<file path="config.mk">
export PLATFORM = sky130hd
export DESIGN_NAME = fifo_rr_write_arbiter
export DESIGN_NICKNAME = d
export VERILOG_FILES = /design/src/rtl/fifo_rr_write_arbiter.sv
export SDC_FILE = /design/constraint.sdc
export NUM_CORES = 1
export LEC_CHECK = 0
export CAP_MARGIN = 10
export CORE_MARGIN = 10
export CORE_UTILIZATION = 30
export CTS_CLUSTER_DIAMETER = 100
export DETAILED_ROUTE_END_ITERATION = 8
export PLACE_DENSITY_LB_ADDON = 0.2
export RECOVER_POWER = 25
export SLEW_MARGIN = 30
export SYNTH_ARGS = -nofsm -noshare
export SYNTH_HDL_FRONTEND = slang
export SYNTH_SLANG_ARGS = --single-unit
</file>
<file path="constraint.sdc">
create_clock -name clk -period 2.2 [get_ports clk]
set_input_delay 0.44 -clock clk [delete_from_list [all_inputs] [get_ports clk]]
set_output_delay 0.44 -clock clk [all_outputs]
set_load 0.02 [all_outputs]
</file>
<file path="src/rtl/fifo_rr_write_arbiter.sv">
// Round-robin arbiter sharing one synchronous FIFO write port among NUM_REQ
// valid/ready producers, granting bursts of up to MAX_BURST beats.
module fifo_rr_write_arbiter #(
    parameter int DATA_WIDTH  = 32,
    parameter int NUM_REQ     = 4,
    parameter int MAX_BURST   = 4,
    parameter int THROTTLE_AF = 1,
    localparam int IDW = (NUM_REQ > 2) ? $clog2(NUM_REQ) : 1
) (
    input  logic                          clk,
    input  logic                          rst,
    input  logic [NUM_REQ-1:0]            req_valid,
    input  logic [NUM_REQ*DATA_WIDTH-1:0] req_data,
    output logic [NUM_REQ-1:0]            req_ready,
    output logic                          fifo_wr_en,
    output logic [DATA_WIDTH-1:0]         fifo_data,
    input  logic                          fifo_full,
    input  logic                          fifo_almost_full,
    output logic                          grant_valid,
    output logic [IDW-1:0]                grant_id,
    output logic [7:0]                    burst_cnt
);

    localparam logic [0:0] S_IDLE  = 1'b0;
    localparam logic [0:0] S_BURST = 1'b1;

    logic [0:0]            state;
    logic [IDW-1:0]        rr_ptr;
    logic [IDW-1:0]        winner;
    logic [IDW-1:0]        next_ptr;
    logic [IDW:0]          scan_idx;
    logic                  found;
    logic                  push_ok;
    logic                  g_valid;
    logic                  active;
    logic                  beat;
    logic                  last_beat;
    logic [DATA_WIDTH-1:0] slice [NUM_REQ];

    for (genvar i = 0; i < NUM_REQ; i++) begin : g_slice
        assign slice[i] = req_data[i*DATA_WIDTH +: DATA_WIDTH];
    end

    // almost_full optionally blocks too, covering the FIFO's flag update lag
    assign push_ok     = !fifo_full && !((THROTTLE_AF != 0) && fifo_almost_full);
    assign grant_valid = (state == S_BURST);
    assign g_valid     = req_valid[grant_id];
    assign active      = !rst && grant_valid;
    assign beat        = active && g_valid && push_ok;
    assign last_beat   = (burst_cnt == 8'(MAX_BURST - 1));
    assign next_ptr    = (grant_id == IDW'(NUM_REQ - 1)) ? '0 : grant_id + 1'b1;

    assign fifo_wr_en  = beat;
    assign fifo_data   = active ? slice[grant_id] : '0;

    always_comb begin
        req_ready = '0;
        if (active) begin
            req_ready[grant_id] = push_ok;
        end
    end

    // Rotating priority scan: first valid producer at or above rr_ptr, wrapping
    always_comb begin
        found    = 1'b0;
        winner   = '0;
        scan_idx = '0;
        for (int k = 0; k < NUM_REQ; k++) begin
            scan_idx = {1'b0, rr_ptr} + (IDW+1)'(k);
            if (scan_idx >= (IDW+1)'(NUM_REQ)) begin
                scan_idx = scan_idx - (IDW+1)'(NUM_REQ);
            end
            if (!found && req_valid[scan_idx[IDW-1:0]]) begin
                found  = 1'b1;
                winner = scan_idx[IDW-1:0];
            end
        end
    end

    always_ff @(posedge clk) begin
        if (rst) begin
            state     <= S_IDLE;
            grant_id  <= '0;
            burst_cnt <= '0;
            rr_ptr    <= '0;
        end else begin
            case (state)
                S_IDLE: begin
                    if (found) begin
                        state     <= S_BURST;
                        grant_id  <= winner;
                        burst_cnt <= '0;
                    end
                end
                S_BURST: begin
                    // Backpressure only stalls; dropping valid gives up the rest of the burst
                    if (!g_valid) begin
                        state  <= S_IDLE;
                        rr_ptr <= next_ptr;
                    end else if (beat) begin
                        burst_cnt <= burst_cnt + 8'd1;
                        if (last_beat) begin
                            state  <= S_IDLE;
                            rr_ptr <= next_ptr;
                        end
                    end
                end
                default: state <= S_IDLE;
            endcase
        end
    end

endmodule

</file>
==> run metrics, run 1 <==
EDFF count, synth 0; Mapped Nets 312; final hold viol count 0; Pleak 1.52 nW; setup violators final 0; Hold Crit Class reg -> reg; vias in the first global route 2249; most frequent cells in the layout clkdlybuf4s50_1, mux4_2, nor2b_1, buf_2, buf_4; crit path to fifo_data[31]; routed wire length 9780 µm; chip height 97.5 µm; max-slew violations 0; RSZ-0062 raised after global routing yes; layout cell share with drive strength beyond 1 29.3%; Reg clk slew, reported paths 0.06 ns; Fill cells 462; slew margin rel. 73.7%; R2R Path End rr_ptr[1]; prevailing post-synth register cell dfxtp_1; post-layout min period 2.16 ns; area of the multi-input gates 0.00145 mm²; H-Tree Depth 1; Pwr Total 1.14 mW; launch point of the worst path grant_id[0]; Starting DRT DRC Count 78; run status finished clean; # DRC 0; Slew @ Worst Pin 0.390 ns; initial antenna violation count 0; asr flop ratio synth 0%; total track usage 18.9%; WS Path Type reg -> out; routed vias/inst 5.06; clock sinks 13; area of the die 0.00950 mm²; FF-to-FF path depth 5; I/O pins 184; n_diodes 0; setup TNS 0 ns; Num CTS Buffers 3; commonest non-fill, non-tap cell in the layout clkdlybuf4s50_1; period utilization 98.2%; Layout area overhead 113%; Worst-Skew Late Latency 0.24 ns; post-synth cell types 39; Final nets 514; DP Cell Count 439; first drt pass iteration count 4; sequential fraction of the synthesis area 14.5%; drt wl/cell 21.9 µm; Worst setup EP type output port; Reg area 264 µm²; Placed Instance Area 0.00386 mm²; total grt overflow 0; Die X 97.5 µm; clock root buffer clkbuf_8; CP Launch Type flip-flop; Post-DP HPWL 8380 µm; hold slack 0.519 ns; clk buf depth 2; Max Fclk 463 MHz; reg2reg start burst_cnt[0]; CTS tree built; first-pass GRT wire length 14400 µm; Starting Density 30.6%; Routability Congestion 0.851; Synth Cell Area 0.00180 mm²; flop and latch count out of synthesis 13; Design Area, Final 0.00384 mm²; Synth Instances 171; arrival time at the worst endpoint 1.72 ns; Reg2Reg Setup Slack 0.30 ns; I/O Buffers 183; Clock Skew 0.00355 ns; largest net degree at the start of global routing 34; worst vdd ir 0.000371 V; core area 0.00589 mm²; worst endpoint required time 1.76 ns; non-filler instance count after layout 447; ANT nets after route 0; Synth Area per Inst 10.5 µm²; synthesis warning total 0; Site Rows 28; vias 2264; Max Cap Viol 0; pwr/cell area 298 mW/mm²; worst-path maximum fanout 7
-- worst max-delay path, cell delays in order (launching register included) --
cell,delay [ns]
dfxtp_4,0.42
buf_8,0.15
mux4_2,0.49
nor2b_1,0.16
clkdlybuf4s15_2,0.26
-- registers in the layout, summed over array words and instances (netlist names) --
name         flops
grant_valid      1
burst_cnt        8
rr_ptr           2
grant_id         2
-- synth_stat cells, drive strengths merged (2+ instances only) --
cell type	instances	share of area, %
buf	6	1.9
nand3	3	0.83
nor2b	33	11
a211o	2	1.0
or4	3	1.3
mux4	33	41
inv	8	1.7
xor2	4	1.9
nor2	7	1.5
nand2	7	1.9
ha	5	3.5
clkbuf	6	1.3
o21ai	4	1.1
nand4	4	1.4
a21oi	6	1.7
nor3	2	0.56
and3	2	0.69
dfxtp	13	14
and2	6	2.4
nand2b	3	1.0
-- cell type report --
| type | count | share of cell area, % |
|---|---|---|
| inverters | 8 | 0.782 |
| flip-flops and latches | 13 | 6.88 |
| multi-input cells | 138 | 37.8 |
| repair buffers | 209 | 50.9 |
| well taps | 75 | 2.44 |
| clock buffers | 4 | 1.17 |
-- where the power goes --
part,internal [mW],switching (mW)
combinational,0.450,0.228
clock,0.128,0.0846
sequential,0.243,0.0110
-- layer usage --
metal  share of wire (%)  vias to the layer above  global-route usage, %  wire length (µm)
li1                    -                     1061                      -                 -
met1                  39                     1086                   21.6              3810
met2                  53                      107                   34.4              5160
met3                 7.1                       10                   5.12               690
met4                 1.2                        0                   3.24               114
met5                   0                        -                      0                 0
-- logic make-up after synthesis --
| logic type | after synthesis | share of synthesized area [%] |
|---|---|---|
| and+or+nand+nor | 77 | 27.0 |
| muxes | 33 | 41.3 |
| buffers and inverters | 20 | 4.86 |
| AOI/OAI and AO/OA | 19 | 7.02 |
| DFF | 13 | 14.5 |
| adders and majority gates | 5 | 3.47 |
| xor gates and xnor gates | 4 | 1.95 |
-- worst min path at each step --
stage | startpoint | endpoint | slack [ns] | cells past startpoint
after floorplan | rr_ptr[0] | rr_ptr[0] | 0.48 | 2
after global placement | rr_ptr[0] | rr_ptr[0] | 0.50 | 2
after detailed placement | burst_cnt[1] | burst_cnt[1] | 0.51 | 2
after CTS | burst_cnt[1] | burst_cnt[1] | 0.52 | 2
after global routing | burst_cnt[1] | burst_cnt[1] | 0.55 | 2
final | burst_cnt[1] | burst_cnt[1] | 0.52 | 2
-- metrics by stage --
step / utilization [%] / setup WS (ns)
2_1_floorplan: - / 0.0777
3_3_place_gp: 65.6 / -0.435
3_5_place_dp: 65.6 / -0.462
4_1_cts: 65.7 / -0.00529
5_1_grt: 65.2 / -0.0287
6_report: 65.2 / 0.0402
-- repair_timing --
item	CTS	global route
setup buffers	0	3
resized for setup	128	17
pin swaps	0	1
gates cloned	0	1
endpoints found under the setup margin	37	19
hold buffers	0	0
No activity file was read; power rests on OpenSTA's default activity.
==> inputs of run 2 (changes only) <==
==> constraint.sdc (replaced) <==
create_clock -name clk -period 2.4 [get_ports clk]
set_input_delay 0.48 -clock clk [delete_from_list [all_inputs] [get_ports clk]]
set_output_delay 0.48 -clock clk [all_outputs]
set_load 0.02 [all_outputs]
==> run 2 against run 1 <==
  * Global-route usage grew 0.23 points
  * Register-to-register slack gained 0.21 ns
  * Sequential share of layout area shrank 0.11 points
  * Non-clock buffer count shrank 7
  * Sequential power shrank 8.3%
  * Wire length shrank 0.34%
  * Via count shrank 1.8%
  * Clock skew shrank 0.0017 ns
  * Total power shrank 9.3%
  * First-iteration DRC count shrank 12%
  * Core utilization grew 1.1 points
  * Critical path depth grew 1
  * Critical endpoint is now fifo_wr_en
  * Largest cell class unchanged
  * Largest power group unchanged
==> run metrics, run 2 (synthesis results as in run 1) <==
chip height 97.5 µm; worst hold endpoint burst_cnt[1]; Die X 97.5 µm; post-layout min period 2.37 ns; Max Cap Viol 0; crit path max-delay cell type mux4_2; Top Family by Delay on Critical Path buffers and inverters; worst-path maximum fanout 7; slew margin rel. 80.0%; Placed Instance Area 0.00384 mm²; final core area utilization 66.3%; area of the die 0.00950 mm²; Design Area, Final 0.00390 mm²; top flop regs burst_cnt (8), grant_id (2), rr_ptr (2); FF-to-FF path depth 6; CP Cell Sequence clkdlybuf4s50_1 > mux4_2 > nand2_4 > inv_1 > clkdlybuf4s15_2; largest register by flop count burst_cnt; first-pass GRT wire length 14600 µm; Clock Skew 0.00185 ns; Num CTS Buffers 3; run status finished clean; most frequent cells in the layout clkdlybuf4s50_1, mux4_2, nor2b_1, clkdlybuf4s15_2; vias in the first global route 2208; largest net degree at the start of global routing 34; M1 GR Usage 21.8%; Reg2Reg Setup Slack 0.51 ns; CP bufs+invs 3; clock sinks 13; RSZ-0062 raised after global routing no; CTS Hold Buffers Added 0; Final nets 507; worst vdd ir 0.000290 V; worst slack, placed -0.349 ns; Worst-Skew Late Latency 0.24 ns; max reg flops 8; Reg clk slew, reported paths 0.05 ns; non-filler instance count after layout 440; Pwr Total 1.04 mW; initial antenna violation count 0; Hold Crit Depth 2; CP peak stage delay 0.54 ns; worst endpoint required time 1.92 ns; setup violators final 0; busiest grt layer met2; max-slew violations 0; routed wire length 9750 µm; drt wl/cell 22.2 µm; Slew @ Worst Pin 0.297 ns; met3 Track Usage GR 5.26%; Hold Crit Class reg -> reg; I/O pins 184; total grt overflow 0; CTS tree built; DP Cell Count 435; ANT nets after route 0; Routability Congestion 0.852; R2R Path End rr_ptr[0]; grt met2 use 35.0%; pwr/cell area 266 mW/mm²; routed vias/inst 5.05; n_diodes 0; PnR worst setup slack 0.0331 ns; period utilization 98.6%; total track usage 19.1%; commonest non-fill, non-tap cell in the layout clkdlybuf4s50_1; setup TNS 0 ns; Layout area overhead 117%; Pleak 1.47 nW; Max Fclk 422 MHz; WS Path Type in -> out; Worst setup EP type output port; first drt pass iteration count 4; Starting DRT DRC Count 69; vias 2223; layout cell share with drive strength beyond 1 22.2%; Post-DP HPWL 8490 µm; clk buf depth 2; CP Launch Type input port; I/O Buffers 183; reg2reg start burst_cnt[0]; final hold viol count 0; H-Tree Depth 1; hold slack 0.516 ns; # DRC 0; clock root buffer clkbuf_8; hold_sp burst_cnt[1]; Site Rows 28; core area 0.00589 mm²; arrival time at the worst endpoint 1.89 ns; Starting Density 30.6%
## run 2: tightest hold or removal path: stages, from the launching register on
cell,delay (ns)
dfxtp_1,0.34
nand3_1,0.08
nand2_1,0.05
## run 2: power by group
part	switching (mW)	internal (mW)
clock network	0.0743	0.117
logic	0.206	0.408
registers	0.0103	0.223
## run 2: repair_timing
| item | 4_1_cts | 5_1_grt |
|---|---|---|
| endpoints found under the hold margin | 0 | 0 |
| setup buffers | 0 | 1 |
| endpoints found under the setup margin | 37 | 34 |
| gates resized for setup | 86 | 3 |
## run 2: worst max path at each step
stage / start / to / slack [ns] / cells past startpoint
2_1_floorplan: grant_id[0] / fifo_data[0] / 0.24 / 4
3_3_place_gp: rst / req_ready[2] / -0.31 / 5
3_5_place_dp: rst / fifo_data[18] / -0.35 / 5
4_1_cts: rst / fifo_data[26] / 0.001 / 5
5_1_grt: req_valid[3] / fifo_wr_en / 0.006 / 5
6_report: req_valid[3] / fifo_wr_en / 0.03 / 5
## run 2: per-layer routing
layer / wire length, µm / part of all wire [%] / vias up
met5: 0 / 0 / -
met4: 118 / 1.2 / 0
met3: 793 / 8.1 / 8
met2: 5090 / 52 / 117
met1: 3750 / 38 / 1051
li1: - / - / 1047
## run 2: area by class of cell
type | count | area [µm²]
Fill cell | 497 | 1980
Tap cell | 75 | 93.8
Multi-Input combinational cell | 138 | 1450
Sequential cell | 13 | 264
Inverter | 8 | 30.0
Timing Repair Buffer | 202 | 2020
Clock buffer | 4 | 45.0
==> inputs of run 3 (changes only) <==
--- a/config.mk
+++ b/config.mk
@@ -10,8 +10,7 @@
 export CORE_UTILIZATION = 30
 export CTS_CLUSTER_DIAMETER = 100
 export DETAILED_ROUTE_END_ITERATION = 8
-export PLACE_DENSITY_LB_ADDON = 0.2
-export RECOVER_POWER = 25
+export PLACE_DENSITY = 0.84
 export SLEW_MARGIN = 30
 export SYNTH_ARGS = -nofsm -noshare
 export SYNTH_HDL_FRONTEND = slang
==> constraint.sdc (replaced) <==
create_clock -name clk -period 2.6 [get_ports clk]
set_input_delay 0.52 -clock clk [delete_from_list [all_inputs] [get_ports clk]]
set_output_delay 0.52 -clock clk [all_outputs]
set_load 0.02 [all_outputs]
==> run 3 against run 2 <==
  * Largest power group unchanged
  * Count of clock-buffer cells in the layout unchanged
  * Worst setup slack improved by 0.030 ns
  * Largest cell class unchanged
  * Total power down 7.7%
  * Die area is the same
  * Critical path type unchanged
  * Combinational power down 9.1%
==> run metrics, run 3 (synthesis results as in run 1) <==
Post-DP HPWL 8140 µm; clk buf depth 2; Routability Congestion 0.905; top flop regs burst_cnt (8), grant_id (2), rr_ptr (2); max reg flops 8; RSZ-0062 raised after global routing no; Top Family by Delay on Critical Path buffers and inverters; setup violators final 0; final hold viol count 0; Max Cap Viol 0; n_diodes 0; Layout area overhead 113%; worst-path maximum fanout 32; I/O Buffers 183; total grt overflow 0; Starting DRT DRC Count 56; worst vdd ir 0.000191 V; worst endpoint required time 2.08 ns; max-slew violations 0; critical path depth 5; Site Rows 28; Clock Skew 0.00197 ns; pwr/cell area 250 mW/mm²; run status finished clean; FF-to-FF path depth 6; total track usage 19.1%; CTS tree built; Hold Crit Depth 2; initial antenna violation count 0; Post-CTS Setup Inserts 0; Die X 97.5 µm; I/O pins 184; core area 0.00589 mm²; Final nets 504; non-filler instance count after layout 437; CP peak stage delay 0.48 ns; Pwr Total 0.959 mW; H-Tree Depth 1; slew margin rel. 75.0%; worst slack, placed -0.208 ns; Sw Ratio 28.7%; WS Path Type in -> out; cell internal pwr 0.684 mW; Slew @ Worst Pin 0.370 ns; Worst-Skew Late Latency 0.25 ns; Reg clk slew, reported paths 0.05 ns; DP Cell Count 433; largest register by flop count burst_cnt; first drt pass iteration count 4; area of the die 0.00950 mm²; Hold Crit Class reg -> reg; chip height 97.5 µm; CP Cell Sequence clkdlybuf4s50_1 > or2b_1 > buf_12 > nor2b_1 > dlygate4sd2_1; crit path max-delay cell type clkdlybuf4s50_1; Max Fclk 394 MHz; period utilization 97.6%; clock sinks 13; Placed Instance Area 0.00384 mm²; clock share of power 19.3%; PnR worst setup slack 0.0628 ns; post-layout min period 2.54 ns; routed wire length 9420 µm; Worst setup EP type output port; arrival time at the worst endpoint 2.02 ns; layout cell share with drive strength beyond 1 17.1%; Pleak 1.53 nW; CP bufs+invs 3; Comb power frac 58.2%; commonest non-fill, non-tap cell in the layout clkdlybuf4s50_1; Num CTS Buffers 3; most frequent cells in the layout clkdlybuf4s50_1, dlygate4sd2_1, mux4_2, nor2b_1; first-pass GRT wire length 14500 µm; Sw Pwr 0.275 mW; CP Launch Type input port; routed vias/inst 5.12; clock root buffer clkbuf_8; Design Area, Final 0.00384 mm²; vias 2239; vias in the first global route 2371; hold slack 0.497 ns; largest net degree at the start of global routing 37; # DRC 0; ANT nets after route 0; Starting Density 30.6%; Flop pwr share 22.5%; drt wl/cell 21.6 µm; CTS Hold Buffers Added 0
run 3: path summary, 6_finish.rpt:
| kind | from | end | slack (ns) |
|---|---|---|---|
| worst max register to register | grant_id[0] | burst_cnt[2] | 0.72 |
| worst max-delay path | rst | fifo_data[30] | 0.06 |
| worst min register to register | burst_cnt[1] | burst_cnt[1] | 0.50 |
| worst min-delay path | burst_cnt[1] | burst_cnt[1] | 0.50 |
run 3: final cells by class:
cell class	instances	area, µm²
fill	503	2040
timing repair buffer	199	1960
multi-input combinational	138	1450
sequential	13	262
tap	75	93.8
clock buffer	4	45.0
inverter	8	30.0
run 3: through the flow:
stage	TNS (ns)	utilization, %
after floorplan	0	-
after global placement	-4.64	65.2
after detailed placement	-5.80	65.2
after CTS	0	65.2
after global routing	0	65.3
final	0	65.3
run 3: layer usage:
layer / wire length (µm) / global-route usage (%) / vias to the layer above / part of all wire, %
li1: - / - / 1037 / -
met1: 3430 / 19.8 / 1066 / 36
met2: 4840 / 35.0 / 115 / 51
met3: 856 / 6.54 / 21 / 9.1
met4: 300 / 6.15 / 0 / 3.2
met5: 0 / 0 / - / 0
run 3: worst min-delay path, stage by stage (launching register included):
cell	delay (ns)
dfxtp_1	0.33
nand3_1	0.07
nand2_1	0.05
run 3: repair_timing:
item | in CTS | in global routing
gates resized for setup | 37 | 2
setup endpoints to repair | 37 | 2
endpoints found under the hold margin | 0 | 0
run 3: power groups by stage:
stage / logic (mW) / clock network [mW] / registers, mW
floorplan: 0.247 / 0 / 0.222
CTS: 0.564 / 0.186 / 0.216
global placement: 0.573 / 0 / 0.220
finish: 0.557 / 0.185 / 0.216
detailed placement: 0.583 / 0 / 0.220
global route: 0.599 / 0.190 / 0.217
